[src/rtl/fc_pkg.sv]
// Shared types and width helpers for the fully-connected sequencer.
package fc_pkg;

    typedef enum logic [2:0] {
        ST_IDLE,
        ST_LOAD,
        ST_SETTLE,
        ST_CAPTURE,
        ST_OUT
    } fc_state_t;

    // Neuron result width: product width plus accumulation growth over n_in terms.
    function automatic int fc_ow(input int width, input int n_in);
        return 2 * width + $clog2(n_in);
    endfunction

    // Counter width that stays at least one bit for degenerate sizes.
    function automatic int fc_cw(input int n);
        return (n > 1) ? $clog2(n) : 1;
    endfunction

endpackage

[src/rtl/fc_seq_ctrl_argmax_track.sv]
// Running maximum tracker: init loads the first value, update replaces only on strictly greater.
module argmax_track #(
    parameter int OW = 23,
    parameter int SW = 4
) (
    input  logic          clk,
    input  logic          rst_n,
    input  logic          init,
    input  logic          update,
    input  logic [OW-1:0] val,
    input  logic [SW-1:0] idx,
    output logic [SW-1:0] max_idx
);

    logic [OW-1:0] max_val_reg;
    logic [SW-1:0] max_idx_reg;

    // Strict compare keeps the lower index on ties.
    always_ff @(posedge clk or negedge rst_n) begin
        if (!rst_n) begin
            max_val_reg <= '0;
            max_idx_reg <= '0;
        end else if (init) begin
            max_val_reg <= val;
            max_idx_reg <= idx;
        end else if (update && (val > max_val_reg)) begin
            max_val_reg <= val;
            max_idx_reg <= idx;
        end
    end

    assign max_idx = max_idx_reg;

endmodule

[src/rtl/fc_seq_ctrl.sv]
// Buffers one activation vector, steps the shared neuron datapath per neuron and
// streams the ReLU results out with the running argmax on the last one.
module fc_seq_ctrl
    import fc_pkg::*;
#(
    parameter int WIDTH   = 8,
    parameter int IN      = 128,
    parameter int NEURONS = 10,
    parameter int LAT     = 1,
    parameter int OW      = fc_ow(WIDTH, IN)
) (
    input  logic                       clk,
    input  logic                       rst_n,
    input  logic                       in_valid,
    input  logic [WIDTH-1:0]           in_data,
    output logic                       in_ready,
    output logic [IN*WIDTH-1:0]        x_bus,
    output logic [$clog2(NEURONS)-1:0] neuron_sel,
    input  logic [OW-1:0]              z_in,
    output logic                       out_valid,
    output logic [OW-1:0]              out_data,
    output logic [$clog2(NEURONS)-1:0] out_idx,
    output logic                       out_last,
    output logic [$clog2(NEURONS)-1:0] argmax,
    input  logic                       out_ready,
    output logic                       busy
);

    localparam int SW = $clog2(NEURONS);
    localparam int WP = fc_cw(IN);
    localparam int CW = fc_cw(LAT);

    fc_state_t     state_reg;
    logic [WP-1:0] wptr_reg;
    logic [CW-1:0] settle_cnt_reg;
    logic [SW-1:0] sel_reg;
    logic          in_ready_reg;
    logic          busy_reg;
    logic          out_valid_reg;
    logic          out_last_reg;
    logic [OW-1:0] out_data_reg;
    logic [SW-1:0] out_idx_reg;

    logic in_hs;
    logic cap;
    logic am_init;
    logic am_update;

    // in_ready_reg is high exactly in IDLE/LOAD, so the buffer only moves there.
    assign in_hs     = in_valid && in_ready_reg;
    assign cap       = (state_reg == ST_CAPTURE);
    assign am_init   = cap && (sel_reg == '0);
    assign am_update = cap && (sel_reg != '0);

    genvar gi;
    generate
        for (gi = 0; gi < IN; gi++) begin : g_buf
            logic [WIDTH-1:0] buf_reg;
            always_ff @(posedge clk or negedge rst_n) begin
                if (!rst_n) begin
                    buf_reg <= '0;
                end else if (in_hs && (wptr_reg == WP'(gi))) begin
                    buf_reg <= in_data;
                end
            end
            assign x_bus[gi*WIDTH +: WIDTH] = buf_reg;
        end
    endgenerate

    always_ff @(posedge clk or negedge rst_n) begin
        if (!rst_n) begin
            state_reg      <= ST_IDLE;
            wptr_reg       <= '0;
            settle_cnt_reg <= '0;
            sel_reg        <= '0;
            in_ready_reg   <= 1'b1;
            busy_reg       <= 1'b0;
            out_valid_reg  <= 1'b0;
            out_last_reg   <= 1'b0;
            out_data_reg   <= '0;
            out_idx_reg    <= '0;
        end else begin
            case (state_reg)
                ST_IDLE, ST_LOAD: begin
                    if (in_hs) begin
                        busy_reg <= 1'b1;
                        if (wptr_reg == WP'(IN - 1)) begin
                            wptr_reg       <= '0;
                            sel_reg        <= '0;
                            settle_cnt_reg <= '0;
                            in_ready_reg   <= 1'b0;
                            state_reg      <= ST_SETTLE;
                        end else begin
                            wptr_reg  <= wptr_reg + WP'(1);
                            state_reg <= ST_LOAD;
                        end
                    end
                end
                ST_SETTLE: begin
                    if (settle_cnt_reg == CW'(LAT - 1)) begin
                        state_reg <= ST_CAPTURE;
                    end else begin
                        settle_cnt_reg <= settle_cnt_reg + CW'(1);
                    end
                end
                ST_CAPTURE: begin
                    out_data_reg  <= z_in;
                    out_idx_reg   <= sel_reg;
                    out_valid_reg <= 1'b1;
                    out_last_reg  <= (sel_reg == SW'(NEURONS - 1));
                    state_reg     <= ST_OUT;
                end
                ST_OUT: begin
                    if (out_ready) begin
                        out_valid_reg <= 1'b0;
                        out_last_reg  <= 1'b0;
                        if (out_last_reg) begin
                            sel_reg      <= '0;
                            in_ready_reg <= 1'b1;
                            busy_reg     <= 1'b0;
                            state_reg    <= ST_IDLE;
                        end else begin
                            sel_reg        <= sel_reg + SW'(1);
                            settle_cnt_reg <= '0;
                            state_reg      <= ST_SETTLE;
                        end
                    end
                end
                default: begin
                    state_reg <= ST_IDLE;
                end
            endcase
        end
    end

    argmax_track #(
        .OW(OW),
        .SW(SW)
    ) u_argmax (
        .clk    (clk),
        .rst_n  (rst_n),
        .init   (am_init),
        .update (am_update),
        .val    (z_in),
        .idx    (sel_reg),
        .max_idx(argmax)
    );

    assign in_ready   = in_ready_reg;
    assign busy       = busy_reg;
    assign neuron_sel = sel_reg;
    assign out_valid  = out_valid_reg;
    assign out_last   = out_last_reg;
    assign out_data   = out_data_reg;
    assign out_idx    = out_idx_reg;

endmodule

[config.mk]
export PLATFORM = sky130hd
export DESIGN_NAME = fc_seq_ctrl
export DESIGN_NICKNAME = d
export VERILOG_FILES = /design/src/rtl/fc_pkg.sv /design/src/rtl/fc_seq_ctrl_argmax_track.sv /design/src/rtl/fc_seq_ctrl.sv
export SDC_FILE = /design/constraint.sdc
export NUM_CORES = 1
export LEC_CHECK = 0
export ABC_AREA = 1
export CAP_MARGIN = 30
export CORE_AREA = 2 2 431 433
export CTS_BUF_LIST = sky130_fd_sc_hd__clkbuf_8
export DETAILED_ROUTE_END_ITERATION = 6
export DIE_AREA = 0 0 433 435
export PLACE_DENSITY = 0.41
export REMOVE_ABC_BUFFERS = 1
export SYNTH_ARGS = -nofsm -noshare
export SYNTH_HDL_FRONTEND = slang
export SYNTH_SLANG_ARGS = --single-unit
export TNS_END_PERCENT = 50
[constraint.sdc]
create_clock -name clk -period 2.8 [get_ports clk]
set_clock_uncertainty 0.1 [all_clocks]
set_input_delay 0.56 -clock clk [delete_from_list [all_inputs] [get_ports clk]]
set_output_delay 0.56 -clock clk [all_outputs]
set_load 0.05 [all_outputs]
### After elaboration in Yosys (flattened, before gate mapping)

Index checks and enable logic that the tools add are counted.

| word-level totals | value |
|---|---|
| register bits after elaboration | 1097 |
| logic and storage cells | 462 |

| operators by class | value |
|---|---|
| add/subtract/negate cells | 3 |
| magnitude comparators | 1 |
| eq/ne operators | 138 |
| mux-type cells | 32 |
| reduce and logical (&&, ||, !) cells | 148 |

Operators by type and width:

| kind | count |
|---|---|
| 7-bit equality test, second input constant | 64 |
| 7-bit by 6-bit equality test with 1-bit output, second input constant | 32 |
| 1-bit logical AND | 132 |
| 7-bit by 5-bit equality test with 1-bit output, second input constant | 16 |
| 7-bit by 4-bit equality test with 1-bit output, second input constant | 8 |
| 23-bit 2-to-1 mux | 2 |
| 7-bit by 3-bit equality test with 1-bit output, second input constant | 4 |
| 4-bit 2-to-1 mux | 6 |
| 23-bit greater-than comparator | 1 |
| 7-bit by 2-bit equality test with 1-bit output, second input constant | 2 |
| 2-bit != test, second input constant | 6 |
| 3-bit one-hot mux with 4 select lines | 1 |
| 1-bit 2-to-1 mux | 11 |
| 5-bit AND reduction | 2 |
| 3-bit 2-to-1 mux | 3 |
| 1-bit one-hot mux with 2 select lines | 4 |
| 4-bit one-hot mux with 2 select lines | 1 |
| 4-bit AND reduction | 2 |
| 7-bit by 1-bit adder with 7-bit output, second input constant | 1 |
| 7-bit by 1-bit equality test with 1-bit output, second input constant | 1 |
| 7-bit logical NOT | 1 |
| 7-bit 2-to-1 mux | 1 |
| 3-bit by 2-bit equality test with 1-bit output, second input constant | 2 |
| 2-bit nonzero test | 3 |
| 14 further kinds | 16 |

### Logic depth before layout (Yosys ltp)

Gate-level depths: netlist of the first run.

| logic depth | value |
|---|---|
| depth after elaboration | 5 |
| mapped depth | 15 |

### By module

A second synthesis of the first run with hierarchy kept.

| second synthesis, totals | value |
|---|---|
| cells, all modules | 3919 |
| area, all modules | 40064.7 um^2 |

Modules (own cells, without submodules):

| module | times used | cells an instance | area each (um^2) | sequential area each (um^2) |
|---|---|---|---|---|
| fc_seq_ctrl | 1 | 3690 | 38283.0 | 26751.9 |
| argmax_track | 1 | 229 | 1781.7 | 675.6 |

### Worst setup path before layout of the first run

OpenSTA, ideal clock, no wires.

| path | value |
|---|---|
| kind | input to register |
| start point | input z_in[22] |
| end point | register u_argmax.max_idx_reg[0] (netlist: u_argmax.max_idx[0]) |
| library setup time | 0.067 ns |
| arrival | 2.090 ns |
| path slack | 0.544 ns |
| stages on the path | 12 |
| buffers on the path | 1 |
| cell sequence | ha_1 > nand2_1 > nor2_1 > nand2_1 > nor2_1 > nand2_1 > nand3_1 > nand3_1 > nand2_1 > buf_2 > nand2_1 > nand2_1 |

| on the way | value |
|---|---|
| longest elaborated chain between the ends | 3 |

Ends and longest elaborated chain:

| element | RTL line | source |
|---|---|---|
| start: declaration | fc_seq_ctrl.sv:19 | `input logic [OW-1:0] z_in,` |
| 23-bit greater-than comparator | fc_seq_ctrl_argmax_track.sv:26 | `end else if (update && (val > max_val_reg)) begin` |
| 1-bit logical AND | fc_seq_ctrl_argmax_track.sv:26 |  |
| 2-bit nonzero test (no source line) | -- |  |
| end signal: assignment | fc_seq_ctrl_argmax_track.sv:25 | `max_idx_reg <= idx;` |
| end signal: assignment | fc_seq_ctrl_argmax_track.sv:28 | `max_idx_reg <= idx;` |
| end: declaration | fc_seq_ctrl_argmax_track.sv:16 | `logic [SW-1:0] max_idx_reg;` |

No other way between the ends.
A chain may end at the register's enable or synchronous reset.

### Final worst setup path of the first run

| path | value |
|---|---|
| start point | register g_buf[119].buf_reg[2] |
| end point | output x_bus[954] |

RTL lines:

| element | RTL line | source |
|---|---|---|
| start: declaration | fc_seq_ctrl.sv:58 | `logic [WIDTH-1:0] buf_reg;` |
| start signal: assignment | fc_seq_ctrl.sv:63 | `buf_reg <= in_data;` |
| end: declaration | fc_seq_ctrl.sv:17 | `output logic [IN*WIDTH-1:0] x_bus,` |

No word-level cell between the ends.

==> impl_metrics.toml, run 1 <==
[status]
outcome = "complete, no violations"

[synth]
synth_area_mm2 = 0.0400
synth_area_leaders = "dfrtp_1 (69%), o21ai_0 (13%), nand2_1 (13%)"
synth_warnings = 0
synth-edff-count = 0
synth_top_area_share_pct = 68.6
synth-async-reset-ratio_pct = 100
ys_seq_elements = 1096
synthDistinctLibCells = 25
synth_ff_type = "dfrtp_1"
avgSynthCellArea_um2 = 10.1
syn_inst = 3957
ys_seq_area_share_pct = 68.6
synth_top_cell_by_area = "dfrtp_1"

[routing]
vias_per_cell = 4.20
wl_per_cell_um = 23.5
ant_nets = 0
finalWirelength_mm = 186
drt_iter0_drc = 1855
drc = 0
drt_first_pass_iters = 5
vias = 33200

[sta]
post-route-min-period_ns = 2.69
hold_slack_ns = 0.110
slew_headroom_pct = 52.4
rsz0062_at_grt = "no"
report.final.slew_viol_count = 0
worst_pin_slew_ns = 0.718
finalCritPeriodShare_pct = 96.0
hold_viol = 0
worst_slack_ns = 0.113
setup_viol = 0
fmax_ghz = 0.372

[grt]
grt_pass1_wl_mm = 262
grt_max_degree = 102
grt_use_total_pct = 19.4
grt_pass1_vias = 33100
antenna_found_initial = 5
grt-ovfl-total = 0

[floorplanning]
start_util_pct = 21.7
core_area_mm2 = 0.184
num_io_pins = 1098
rows = 158
die_area_mm2 = 0.188
die_h_um = 435
die_w_um = 433

[finish]
drive_gt1_share_pct = 10.6
largest_reg_flops = 1024
fin_nets = 5327
syn_to_final_growth_pct = 51.6

[pwr]
p_leak_nw = 36.9
ir_drop_mv = 0.425
pwr_density_cell_mw_per_mm2 = 540
power_mw = 32.7

[clock_tree]
postCtsSetupRepairBufs = 0
htreeDepth = 4
clockRootBuffer = "clkbuf_8"
insertion_delay_ns = 0.95
cts.sinks = 1096
tritoncts = "yes"
cts_made_buffers = 205
clkTransAtPathRegs_ns = 0.06
cts_max_path_buffers = 3

[placement]
hpwl_mm = 131
dp_slack_ns = -0.0473
gp_congestion = 0.809
port_buffers = 1097

[critical_path]
required_ns = 2.14
r2r-start = "in_ready"
cp-end-kind = "primary output"
cp_cell_sequence = "clkdlybuf4s15_1"
path_class = "flop to primary output"
cpMaxStageDelayCell = "clkdlybuf4s15_1"
path_max_fanout = 2
crit_start = "g_buf[119].buf_reg[2]"
start_kind = "flop"
slowest_delay_ns = 0.58
crit_family = "buffers and inverters"
arrival_ns = 2.03
critPathBufInv = 1

[min_path]
hold_class = "primary input to asynchronous set/reset pin"

[flow_run]
max-cap-violations = 0
-- placed cells by master (no fill, tap or decap), types with 14 or more instances in the layout --
master	n
dlymetal6s2s_1	400
o21ai_0	1038
nand3_1	36
ha_1	30
clkdlybuf4s50_1	33
buf_12	87
inv_1	157
buf_4	175
a21oi_1	14
clkbuf_8	255
dfrtp_1	1095
dlygate4sd2_1	657
nand2_1	1338
nor2_1	31
-- cells by family after synthesis --
family	after synthesis	synth area share, %
flip-flops	1096	68.6
buffers and inverters	338	3.22
adder cells (fa/ha/maj)	30	0.939
AO/OA/AOI/OAI	1058	13.3
AND/OR/NAND/NOR	1433	13.9
XOR/XNOR	2	0.0438
-- where the power goes --
part           switching [mW]  internal, mW
Clock                    7.31          8.48
Combinational           0.829         0.243
Sequential            0.00921          15.9
Total                    8.14          24.6
-- stage by stage --
stage | setup TNS, ns | instance area (µm²) | utilization (%) | cells
after global placement | -0.152 | 56200 | 30.5 | 7533
final | 0 | 60600 | 32.9 | 7915
after floorplan | -11.19 | 39000 | - | 3695
after detailed placement | -0.204 | 56200 | 30.5 | 7533
after CTS | -37.15 | 59600 | 32.4 | 7912
after global routing | 0 | 60600 | 32.9 | 7914
-- Yosys cell counts (2+ instances only) --
master and instances:
nand2_1 1338, dfrtp_1 1095, o21ai_0 1038, clkbuf_1 249, inv_1 73, nand3_1 36, nor2_1 35, ha_1 30
a21oi_1 14, buf_2 13, nor3_2 8, nor3_1 7, nand4_1 4, a31oi_1 2, inv_2 2, nor2_2 2
nor4_4 2, xor2_1 2
-- per-layer routing --
metal  track usage (%)  vias to the layer above  wire (µm)
met5                 0                        -          0
met4              7.18                        0       6960
met3              5.24                      276      11300
met2              33.6                      949      93300
met1              22.9                    16400      74500
li1                  -                    15600          -
-- timing repair --
action | 4_1_cts | 5_1_grt
endpoints found under the hold margin | 786 | 0
resized for setup | 667 | 401
hold buffers | 2 | 0
endpoints found under the setup margin | 1062 | 401
-- worst paths after layout --
| check | slack [ns] | cells past startpoint | end |
|---|---|---|---|
| max | 0.11 | 1 | x_bus[954] |
| max in group asynchronous | 1.43 | 3 | g_buf[99].buf_reg[4] |
| max reg2reg | 0.50 | 9 | g_buf[100].buf_reg[1] |
| min reg2reg | 0.36 | 2 | out_data[18] |
| min | 0.11 | 2 | g_buf[99].buf_reg[7] |
| min in group clk | 0.15 | 3 | u_argmax.max_val_reg[10] |
-- area by class of cell --
cell class              count  area, µm²
diodes                      3       7.51
clock buffers             255       3510
clock inverters           122        663
fillers                 19400     123000
inverters                  76        315
multi-input cells        2523      11300
flip-flops and latches   1096      27400
well taps                2480       3100
repair buffers           1360      14200
Power figures use the tool's default switching activity.
==> run 2: changes to the inputs <==
CELL_PAD_IN_SITES_DETAIL_PLACEMENT = 1   (was unset)
CELL_PAD_IN_SITES_GLOBAL_PLACEMENT = 2   (was unset)
CORE_AREA = 2 2 427 429   (was 2 2 431 433)
DIE_AREA = 0 0 429 431   (was 0 0 433 435)
PLACE_DENSITY = 0.62   (was 0.41)
clock period = 2.6 ns   (was 2.8 ns; I/O delays follow)
==> run 2 against run 1 <==
Compared with the run above:
- clock power up 3%
- die area fell by 1.8%
- final cell count down 1.4%
- combinational power is 17% higher
- critical endpoint is now x_bus[321]
- worst setup slack worse by 0.014 ns
- global-route usage increased by 0.78 points
- sequential share of layout area up 0.23 points
- critical path depth did not move
- sequential power is 8% higher
- highest routed layer unchanged
- largest cell class unchanged
- routed wire length is 1.9% higher
- sequential cell count is the same
- first-iteration DRC count grew 5.6%
==> impl_metrics.toml, run 2 (synthesis gave the netlist of run 1 again) <==
[status]
outcome = "complete, no violations"

[floorplanning]
start_util_pct = 22.2
die_h_um = 431
num_io_pins = 1098
die_w_um = 429
rows = 156
core_area_mm2 = 0.180
die_area_mm2 = 0.185

[grt]
grt_pass1_wl_mm = 269
grt_max_degree = 88
grt_pass1_vias = 34900
grt-ovfl-total = 0
grt_use_total_pct = 20.2
antenna_found_initial = 9

[sta]
setup_tns_ns = 0
post-route-min-period_ns = 2.50
slew_headroom_pct = 59.1
setup_viol = 0
worst_slack_ns = 0.0990
hold_slack_ns = 0.133
report.final.slew_viol_count = 0
hold_viol = 0
fmax_ghz = 0.400
finalCritPeriodShare_pct = 96.2
worst_pin_slew_ns = 0.616

[finish]
fin_nets = 5344
fill_cells = 20400
drive_gt1_share_pct = 20.7
syn_to_final_growth_pct = 50.8
layout_commonest_cell = "nand2_1"
final_cell_mix = "nand2_1 (1,338), dfrtp_1 (1,095), o21ai_0 (1,038)"
largest_reg_flops = 1024
fin_area_mm2 = 0.0603

[clock_tree]
htreeDepth = 4
tritoncts = "yes"
cts_made_buffers = 202
postCtsSetupRepairBufs = 0
clockRootBuffer = "clkbuf_8"
cts_max_path_buffers = 3
cts.sinks = 1096
clkTransAtPathRegs_ns = 0.06
insertion_delay_ns = 0.96

[routing]
drt_iter0_drc = 1959
vias_per_cell = 4.32
ant_nets = 0
finalWirelength_mm = 190
wl_per_cell_um = 24.3
drc = 0
vias = 33700
drt_first_pass_iters = 5

[placement]
placed_cell_area_mm2 = 0.0561
gp_congestion = 0.798
port_buffers = 1097
dp_slack_ns = -0.0883
hpwl_mm = 136

[critical_path]
crit_start = "g_buf[40].buf_reg[1]"
start_kind = "flop"
cpMaxStageDelayCell = "dlygate4sd2_1"
crit_family = "buffers and inverters"
cp_cell_sequence = "dlygate4sd2_1"
slowest_delay_ns = 0.55
path_class = "flop to primary output"
arrival_ns = 1.88
r2r_slack_ns = 0.27
path_max_fanout = 2
cp-end-kind = "primary output"
r2r-start = "wptr_reg[6]"
critPathBufInv = 1
required_ns = 1.98

[pwr]
p_leak_nw = 29.0
ir_drop_mv = 0.456
pwr_density_cell_mw_per_mm2 = 574

[min_path]
worstHoldStart = "z_in[5]"
hold_class = "primary input to flop"

[flow_run]
max-cap-violations = 0
==> run 2: changes by cell type in the layout (fill, tap and decap cells not counted), moves of 6 or more <==
cell and change:
diode_2 +6, buf_4 +35, clkbuf_8 -13, dlymetal6s2s_1 -372, inv_1 -8, clkbuf_2 +8
dlygate4sd2_1 -279, clkdlybuf4s15_2 +522, clkdlybuf4s15_1 +108
==> run 2: power by group <==
| part | switching [mW] | internal, mW | total (mW) |
|---|---|---|---|
| Sequential | 0.0106 | 17.1 | 17.1 |
| Clock | 7.77 | 8.48 | 16.2 |
| Combinational | 0.914 | 0.334 | 1.25 |
| Total | 8.70 | 25.9 | 34.6 |
==> run 2: worst reg2reg max path, stage by stage (launching register included) <==
cell	delay (ns)
dfrtp_1	0.60
inv_2	0.20
nor2_4	0.14
buf_4	0.44
nand2_1	0.45
nand2_1	0.15
o21ai_0	0.09
==> run 2: final cells by class <==
class | count | area [µm²] | share of cell area (%)
antenna | 9 | 22.5 | 0.0374
clock buffer | 242 | 3330 | 5.53
clock inverter | 105 | 537 | 0.891
inverter | 76 | 305 | 0.507
multi-input combinational | 2523 | 11300 | 18.8
sequential | 1096 | 27400 | 45.5
tap | 2370 | 2970 | 4.92
timing repair buffer | 1380 | 14400 | 23.8
==> run 2: worst paths after layout <==
path	to	cells past startpoint
worst min register to register	out_data[12]	2
worst max register to register	g_buf[126].buf_reg[5]	6
worst min-delay path	u_argmax.max_val_reg[5]	3
min in group asynchronous	g_buf[19].buf_reg[6]	3
max in group asynchronous	g_buf[77].buf_reg[4]	3
worst max-delay path	x_bus[321]	1
==> run 2: timing repair <==
action,4_1_cts,5_1_grt
cloned,0,0
hold endpoints to repair,790,0
endpoints found under the setup margin,1051,147
hold buffers,2,0
resized for setup,2072,155
==> run 2: stage by stage <==
stage,power [mW],std cells,util [%]
2_1_floorplan,17.6,3695,-
4_1_cts,35.3,7792,33.3
5_1_grt,36.1,7797,33.4
3_3_place_gp,18.7,7443,31.2
3_5_place_dp,18.7,7443,31.2
6_report,34.6,7801,33.4
==> run 2: metal layers <==
layer  vias up  part of all wire [%]  wire, µm  global-route usage (%)
met1     16800                    40     75700                    23.5
met2       935                    49     92600                    34.1
met5         -                     0         0                       0
li1      15600                     -         -                       -
met4         0                   5.7     10800                    10.7
met3       348                   5.6     10500                    5.34
